==> src/rtl/seq_mul_pkg.sv <==
// Shared definitions for the sequential shift-and-add multiplier.
//   state_t        : controller states (IDLE, BUSY, DONE)
//   DEFAULT_WIDTH  : default operand width
//   count_width()  : width of the step counter for a given operand width
//   prod_width()   : product width for a given operand width
package seq_mul_pkg;

  typedef enum logic [1:0] {
    IDLE = 2'd0,
    BUSY = 2'd1,
    DONE = 2'd2
  } state_t;

  localparam int DEFAULT_WIDTH = 8;

  // The counter runs 0..w-1; keep at least one bit for tiny widths.
  function automatic int count_width(input int w);
    return (w > 1) ? $clog2(w) : 1;
  endfunction

  function automatic int prod_width(input int w);
    return 2 * w;
  endfunction

endpackage

==> src/rtl/shift_add_step.sv <==
// One combinational iteration of the shift-and-add multiplier.
// Ports:
//   acc      (in,  2*WIDTH) : accumulator {partial high half, remaining multiplier bits}
//   mcand    (in,  WIDTH)   : multiplicand
//   acc_next (out, 2*WIDTH) : accumulator after add-if-lsb and right shift
module shift_add_step
  import seq_mul_pkg::*;
#(
  parameter int WIDTH = DEFAULT_WIDTH
) (
  input  logic [prod_width(WIDTH)-1:0] acc,
  input  logic [WIDTH-1:0]             mcand,
  output logic [prod_width(WIDTH)-1:0] acc_next
);

  // WIDTH+1 bits so the adder carry survives and becomes the new MSB.
  logic [WIDTH:0] hi;

  always_comb begin
    hi = {1'b0, acc[2*WIDTH-1:WIDTH]};
    if (acc[0]) begin
      hi = hi + {1'b0, mcand};
    end
    acc_next = {hi, acc[WIDTH-1:1]};
  end

endmodule

==> src/rtl/seq_shift_add_multiplier.sv <==
// Iterative WIDTH x WIDTH -> 2*WIDTH unsigned shift-and-add multiplier.
// Operands are accepted in IDLE over a valid/ready handshake; the product is
// available WIDTH cycles later and held in DONE until the consumer accepts it.
// Optional macro SEQ_MUL_SIGNED_EN adds io_signed: two's complement operands
// are multiplied by magnitude and the product negated on DONE entry.
// Ports:
//   clock, reset  : rising-edge clock, synchronous active-high reset
//   io_in_valid   : operand pair valid        io_in_ready  : accepting (IDLE)
//   io_a, io_b    : multiplicand, multiplier  io_signed    : signed mode (macro only)
//   io_out_valid  : product valid             io_out_ready : consumer accepts
//   io_result     : 2*WIDTH product           io_busy      : BUSY or DONE
module seq_shift_add_multiplier
  import seq_mul_pkg::*;
#(
  parameter int WIDTH = DEFAULT_WIDTH
) (
  input  logic                 clock,
  input  logic                 reset,
  input  logic                 io_in_valid,
  output logic                 io_in_ready,
  input  logic [WIDTH-1:0]     io_a,
  input  logic [WIDTH-1:0]     io_b,
`ifdef SEQ_MUL_SIGNED_EN
  input  logic                 io_signed,
`endif
  output logic                 io_out_valid,
  input  logic                 io_out_ready,
  output logic [2*WIDTH-1:0]   io_result,
  output logic                 io_busy
);

  localparam int PW = prod_width(WIDTH);
  localparam int CW = count_width(WIDTH);
  localparam logic [CW-1:0] LAST = CW'(WIDTH - 1);

  state_t           state;
  logic [WIDTH-1:0] mcand;
  logic [PW-1:0]    acc;
  logic [PW-1:0]    acc_next;
  logic [CW-1:0]    count;
  logic [WIDTH-1:0] a_mag;
  logic [WIDTH-1:0] b_mag;
  logic [PW-1:0]    final_product;

`ifdef SEQ_MUL_SIGNED_EN
  logic negate;
  logic neg_in;

  // Magnitudes fit in WIDTH unsigned bits, including -2^(WIDTH-1).
  always_comb begin
    a_mag  = (io_signed && io_a[WIDTH-1]) ? (~io_a + 1'b1) : io_a;
    b_mag  = (io_signed && io_b[WIDTH-1]) ? (~io_b + 1'b1) : io_b;
    neg_in = io_signed && (io_a[WIDTH-1] ^ io_b[WIDTH-1]);
  end

  always_comb begin
    final_product = negate ? (~acc_next + 1'b1) : acc_next;
  end
`else
  always_comb begin
    a_mag = io_a;
    b_mag = io_b;
  end

  always_comb begin
    final_product = acc_next;
  end
`endif

  shift_add_step #(
    .WIDTH(WIDTH)
  ) u_step (
    .acc      (acc),
    .mcand    (mcand),
    .acc_next (acc_next)
  );

  always_ff @(posedge clock) begin
    if (reset) begin
      state        <= IDLE;
      io_in_ready  <= 1'b1;
      io_out_valid <= 1'b0;
      io_busy      <= 1'b0;
      io_result    <= '0;
      count        <= '0;
      acc          <= '0;
      mcand        <= '0;
`ifdef SEQ_MUL_SIGNED_EN
      negate       <= 1'b0;
`endif
    end else begin
      case (state)
        IDLE: begin
          if (io_in_valid && io_in_ready) begin
            mcand       <= a_mag;
            acc         <= {{WIDTH{1'b0}}, b_mag};
            count       <= '0;
`ifdef SEQ_MUL_SIGNED_EN
            negate      <= neg_in;
`endif
            state       <= BUSY;
            io_in_ready <= 1'b0;
            io_busy     <= 1'b1;
          end
        end
        BUSY: begin
          acc   <= acc_next;
          count <= count + 1'b1;
          // The last step's result is taken straight from the adder so the
          // product is registered on the same edge that enters DONE.
          if (count == LAST) begin
            state        <= DONE;
            io_out_valid <= 1'b1;
            io_result    <= final_product;
          end
        end
        DONE: begin
          if (io_out_ready) begin
            state        <= IDLE;
            io_out_valid <= 1'b0;
            io_busy      <= 1'b0;
            io_in_ready  <= 1'b1;
          end
        end
        default: begin
          state        <= IDLE;
          io_in_ready  <= 1'b1;
          io_out_valid <= 1'b0;
          io_busy      <= 1'b0;
        end
      endcase
    end
  end

endmodule

==> config.mk <==
export PLATFORM = sky130hd
export DESIGN_NAME = seq_shift_add_multiplier
export DESIGN_NICKNAME = d
export VERILOG_FILES = /design/src/rtl/seq_mul_pkg.sv /design/src/rtl/shift_add_step.sv /design/src/rtl/seq_shift_add_multiplier.sv
export SDC_FILE = /design/constraint.sdc
export NUM_CORES = 1
export LEC_CHECK = 0
export ABC_AREA = 1
export CORE_UTILIZATION = 50
export CTS_CLUSTER_DIAMETER = 80
export DETAILED_ROUTE_END_ITERATION = 7
export PLACE_DENSITY = 0.73
export REMOVE_ABC_BUFFERS = 1
export SETUP_SLACK_MARGIN = 0.05
export SYNTH_ARGS = -nofsm -noshare
export SYNTH_HDL_FRONTEND = slang
export SYNTH_SLANG_ARGS = --single-unit
==> constraint.sdc <==
create_clock -name clock -period 4.47 [get_ports clock]
set_input_delay 0.894 -clock clock [delete_from_list [all_inputs] [get_ports clock]]
set_output_delay 0.894 -clock clock [all_outputs]
set_load 0.01 [all_outputs]
-- Word level (Yosys, flattened, before mapping)
Index checks and enable logic that the tools add are counted.
W data, S select, Z words.
- register bits: 48
- bits of input ports: 20
- output and inout port bits: 19
- logic and storage cells: 44
- $add $sub $neg: 2
- equal/unequal tests: 6
- muxes and demuxes: 17
- bitwise logic cells: 2
- reductions and logical operators: 9
- operators by type and width (operator ; count):
    $pmux W16 S2 ; 1
    $mux W16 ; 1
    $add A8 B8 Y9 ; 1
    $mux W9 ; 1
    $pmux W1 S3 ; 3
    $reduce_and A3 Y1 ; 3
    $mux W2 ; 3
    $ne A2 B2 Y1 const B ; 3
    $pmux W2 S3 ; 1
    $pmux W3 S2 ; 1
    $reduce_and A2 Y1 ; 3
    $mux W1 ; 5
    $add A3 B1 Y3 const B ; 1
    $eq A3 B3 Y1 const B ; 1
    $mux W3 ; 1
    $eq A2 B1 Y1 const B ; 1
    $eq A2 B2 Y1 const B ; 1
    $logic_not A2 Y1 ; 1
    $not A1 Y1 ; 2
    $reduce_bool A2 Y1 ; 1
    $logic_and A1 B1 Y1 ; 1

-- Logic depth before layout (Yosys ltp)
- word-level depth: 3
- depth in mapped cells: 14
- mapped depth without buffers: 14

-- Modules after synthesis
From an unflattened synthesis, not the netlist that was laid out.
- cells, all modules: 353
- area, all modules: 2555.0 µm²
- by module, submodules not included (module ; times used ; cells an instance ; area an instance (µm²)):
    seq_shift_add_multiplier ; 1 ; 262 ; 2047.0
    shift_add_step ; 1 ; 91 ; 508.0

-- Worst setup path after synthesis
OpenSTA, ideal clock, no wires.
- path type: input port to flip-flop
- start point: in io_in_valid
- end point: reg acc[1]
- library setup time: 74 ps
- arrival: 1642 ps
- data required time: 4396 ps
- setup slack: 2754 ps
- cell stages on the path: 7
- path buffers: 1
- path through: nand2_1 > nor3_4 > nor2_2 > clkinv_2 > buf_6 > o21ai_1 > a31oi_1
- word-level cells in the longest chain between the ends: 3
- RTL lines (element ; RTL line ; source):
    start, declared ; seq_shift_add_multiplier.sv:19 ; input logic io_in_valid,
    $logic_and A1 B1 Y1 ; seq_shift_add_multiplier.sv:94 ; if (io_in_valid && io_in_ready) begin
    $ne A2 B2 Y1 (no line) ; -- ;
    $reduce_and A2 Y1 (no line) ; -- ;
    end signal, assigned ; seq_shift_add_multiplier.sv:96 ; acc <= {{WIDTH{1'b0}}, b_mag};
    end signal, assigned ; seq_shift_add_multiplier.sv:107 ; acc <= acc_next;
    end, declared ; seq_shift_add_multiplier.sv:38 ; logic [PW-1:0] acc;
No other way between the ends.
A chain may end at the register's enable or synchronous reset.

-- Final worst setup path
- start point: in io_in_valid
- end point: reg acc[4]
The elaborated chain is that of the path after synthesis.

==> impl_metrics.yaml <==
run_status:
  status: "complete, no violations"
logic_synthesis:
  synthCells: 307
  ys_ff_latch: 48
  syn_avg_cell_area_um2: 7.46
  synthDistinctLibCells: 27
  seq_area_frac_synth: 0.420
  synth.cell_area_mm2: 0.00229
  yosys_warnings: 0
cts:
  cts_buffers: 5
  cts_max_path_buffers: 2
  htree_levels: 2
  cts_root_buf: "clkbuf_8"
  cts_tree: "built"
  postCtsHoldBufs: 0
  post_cts_resized: 0
  clkTransAtPathRegs_ns: 0.08
  clock_sinks: 48
  cts_setup_buffers: 0
  clk_latency_ns: 0.30
pwr:
  p_per_area_mw_per_mm2: 314
  peakVddDrop_v: 0.000174
  p_clk_frac: 0.289
  power_frac_seq: 0.548
  switchingPower_uw: 244
  intPower_uw: 615
  swShare: 0.284
  p_comb_frac: 0.163
  leakage_uw: 0.00115
global_routing:
  grt_overflow_total: 0
  grt_pass1_vias: 1851
  grt_usage: 0.213
  grt_max_degree: 26
  antenna_found_initial: 0
  grt_pass1_wl_mm: 8.29
floorplan:
  dieArea_mm2: 0.00485
  die_h_um: 69.7
  die_w_um: 69.7
  ioPinCount: 39
  core-area_mm2: 0.00438
  start_util: 0.522
  num_rows: 24
flow_run:
  drv_cap: 0
detailed_routing:
  route.met2.wl_mm: 2.19
  antenna_left: 0
  drc: 0
  wl_met3_um: 267
  first_iter_violations: 142
  top_layer: "met4"
  vias: 2049
  drt-pass1-iter-count: 5
  routed_wl_mm: 4.90
  vias_per_cell: 5.23
  wl_per_cell_um: 12.5
  met1Wirelength_mm: 2.40
worst_setup_path:
  cp_max_fo: 15
  required_ns: 4.65
  rrSetupSlack_ns: 2.40
  critPathKind: "input pin to flip-flop"
  crit_path_end_kind: "flip-flop"
  cp-start-kind: "input pin"
  worstPathArrival_ns: 2.53
timing:
  relSlewSlack: 0.526
  finClkSkew_ns: 0.00241
  setup_violations: 0
  fin_tns_setup_ns: 0
  rsz0062_at_grt: "false"
  maxSlewViolCount: 0
  hold_ws_ns: 0.464
  hold_violations: 0
  worstMarginPinSlew_ns: 0.711
  fin_crit_sh: 0.527
  fmax_ghz: 0.425
  layout_min_cycle_time_ns: 2.35
final_layout:
  nets: 371
  diodes: 0
  drive_gt1_frac: 0.0676
  fill_cells: 413
  final_area_mm2: 0.00274
  area.growth.synth_to_final_pct: 19.6
placement:
  io_buffers: 38
  place_area_mm2: 0.00266
  routabilityCongestion: 0.864
  hpwlAfterDp_mm: 3.28
worst_hold_path:
  hold_class: "flip-flop to flip-flop"
## area by class of cell
cell class,instances,area (um2),share of cell area
multi-input combinational,219,1140,0.416
sequential,48,961,0.351
timing repair buffer,39,388,0.142
inverter,27,103,0.0375
clock buffer,5,68.8,0.0251
tap,52,65.1,0.0238
clock inverter,2,12.5,0.00457
## power groups by stage
stage	Sequential (uW)	Combinational [uW]	Clock (uW)
6_report	471	140	248
5_1_grt	474	158	269
4_1_cts	471	139	254
3_3_place_gp	480	135	0
2_1_floorplan	476	91.2	0
3_5_place_dp	481	139	0
## critical path: stages
cell,delay (ns)
clkdlybuf4s50_1,0.40
nand2_1,0.11
nor3_4,0.08
nor2_2,0.42
clkinv_2,0.32
o21ai_0,0.24
a31oi_1,0.06
## flip-flops by register name (all words and copies together) (netlist names)
| name | cells |
|---|---|
| acc | 16 |
| count | 3 |
| io_busy | 1 |
| io_in_ready | 1 |
| io_out_valid | 1 |
| io_result | 16 |
| mcand | 8 |
| state | 2 |
## logic make-up (layout without fill, tap and decap cells)
group | count (synthesis) | after routing | synth area share
adders and majority gates | 11 | 11 | 0.0634
and+or+nand+nor | 138 | 138 | 0.268
DFF | 48 | 48 | 0.420
AOI/OAI and AO/OA | 70 | 70 | 0.167
buffers and inverters | 40 | 73 | 0.0825
## per-layer routing
metal,vias up,GRT usage
li1,1068,-
met1,926,0.282
met2,51,0.341
met3,4,0.0552
met4,0,0.0667
met5,-,0
## cell usage in the layout (no fill, tap or decap), types with 2 or more instances in the layout
master,instances
nand2_1,84
dfxtp_1,48
clkdlybuf4s50_1,38
a21oi_1,29
inv_1,23
o21ai_0,23
nor2_1,22
nand3_1,16
ha_1,10
a31oi_1,8
or2_2,7
o21a_1,5
nand3b_1,5
clkbuf_8,5
inv_2,3
clkinv_2,2
o21ai_1,2
## cells in the mapped netlist
library cell,number,share of area
nand3b_1,5,0.016
nor2_4,1,0.0049
o21ai_0,23,0.050
o21bai_1,1,0.0033
inv_2,3,0.0049
o211ai_1,1,0.0033
buf_4,1,0.0033
dfxtp_1,48,0.42
nor2_8,1,0.0087
ha_1,10,0.055
a221oi_1,1,0.0038
fa_1,1,0.0087
nand3_1,16,0.035
clkbuf_1,5,0.0082
nor3_4,1,0.0071
a21oi_1,29,0.063
clkinv_2,1,0.0022
o21a_1,5,0.016
or2_2,7,0.019
buf_2,3,0.0066
nor2_1,22,0.036
inv_1,23,0.038
buf_6,4,0.020
a31oi_1,8,0.022
o21ai_1,2,0.0044
nor2_2,1,0.0027
nand2_1,84,0.14
## worst paths after layout
path,from,endpoint,cells past startpoint
worst max-delay path,io_in_valid,acc[4],7
worst min-delay path,io_result[3],io_result[3],2
worst max register to register,state[0],io_result[9],7
worst min register to register,io_result[3],io_result[3],2
## stage by stage
| step | total power (uW) | setup slack (ns) | cells | utilization |
|---|---|---|---|---|
| after floorplan | 567 | 2.56 | 294 | - |
| after global placement | 616 | 1.92 | 385 | 0.606 |
| after detailed placement | 619 | 1.83 | 385 | 0.606 |
| after CTS | 864 | 2.14 | 392 | 0.624 |
| after global routing | 902 | 1.98 | 392 | 0.624 |
| final | 859 | 2.12 | 392 | 0.624 |
Note: power is estimated with default switching activity, not from simulation.
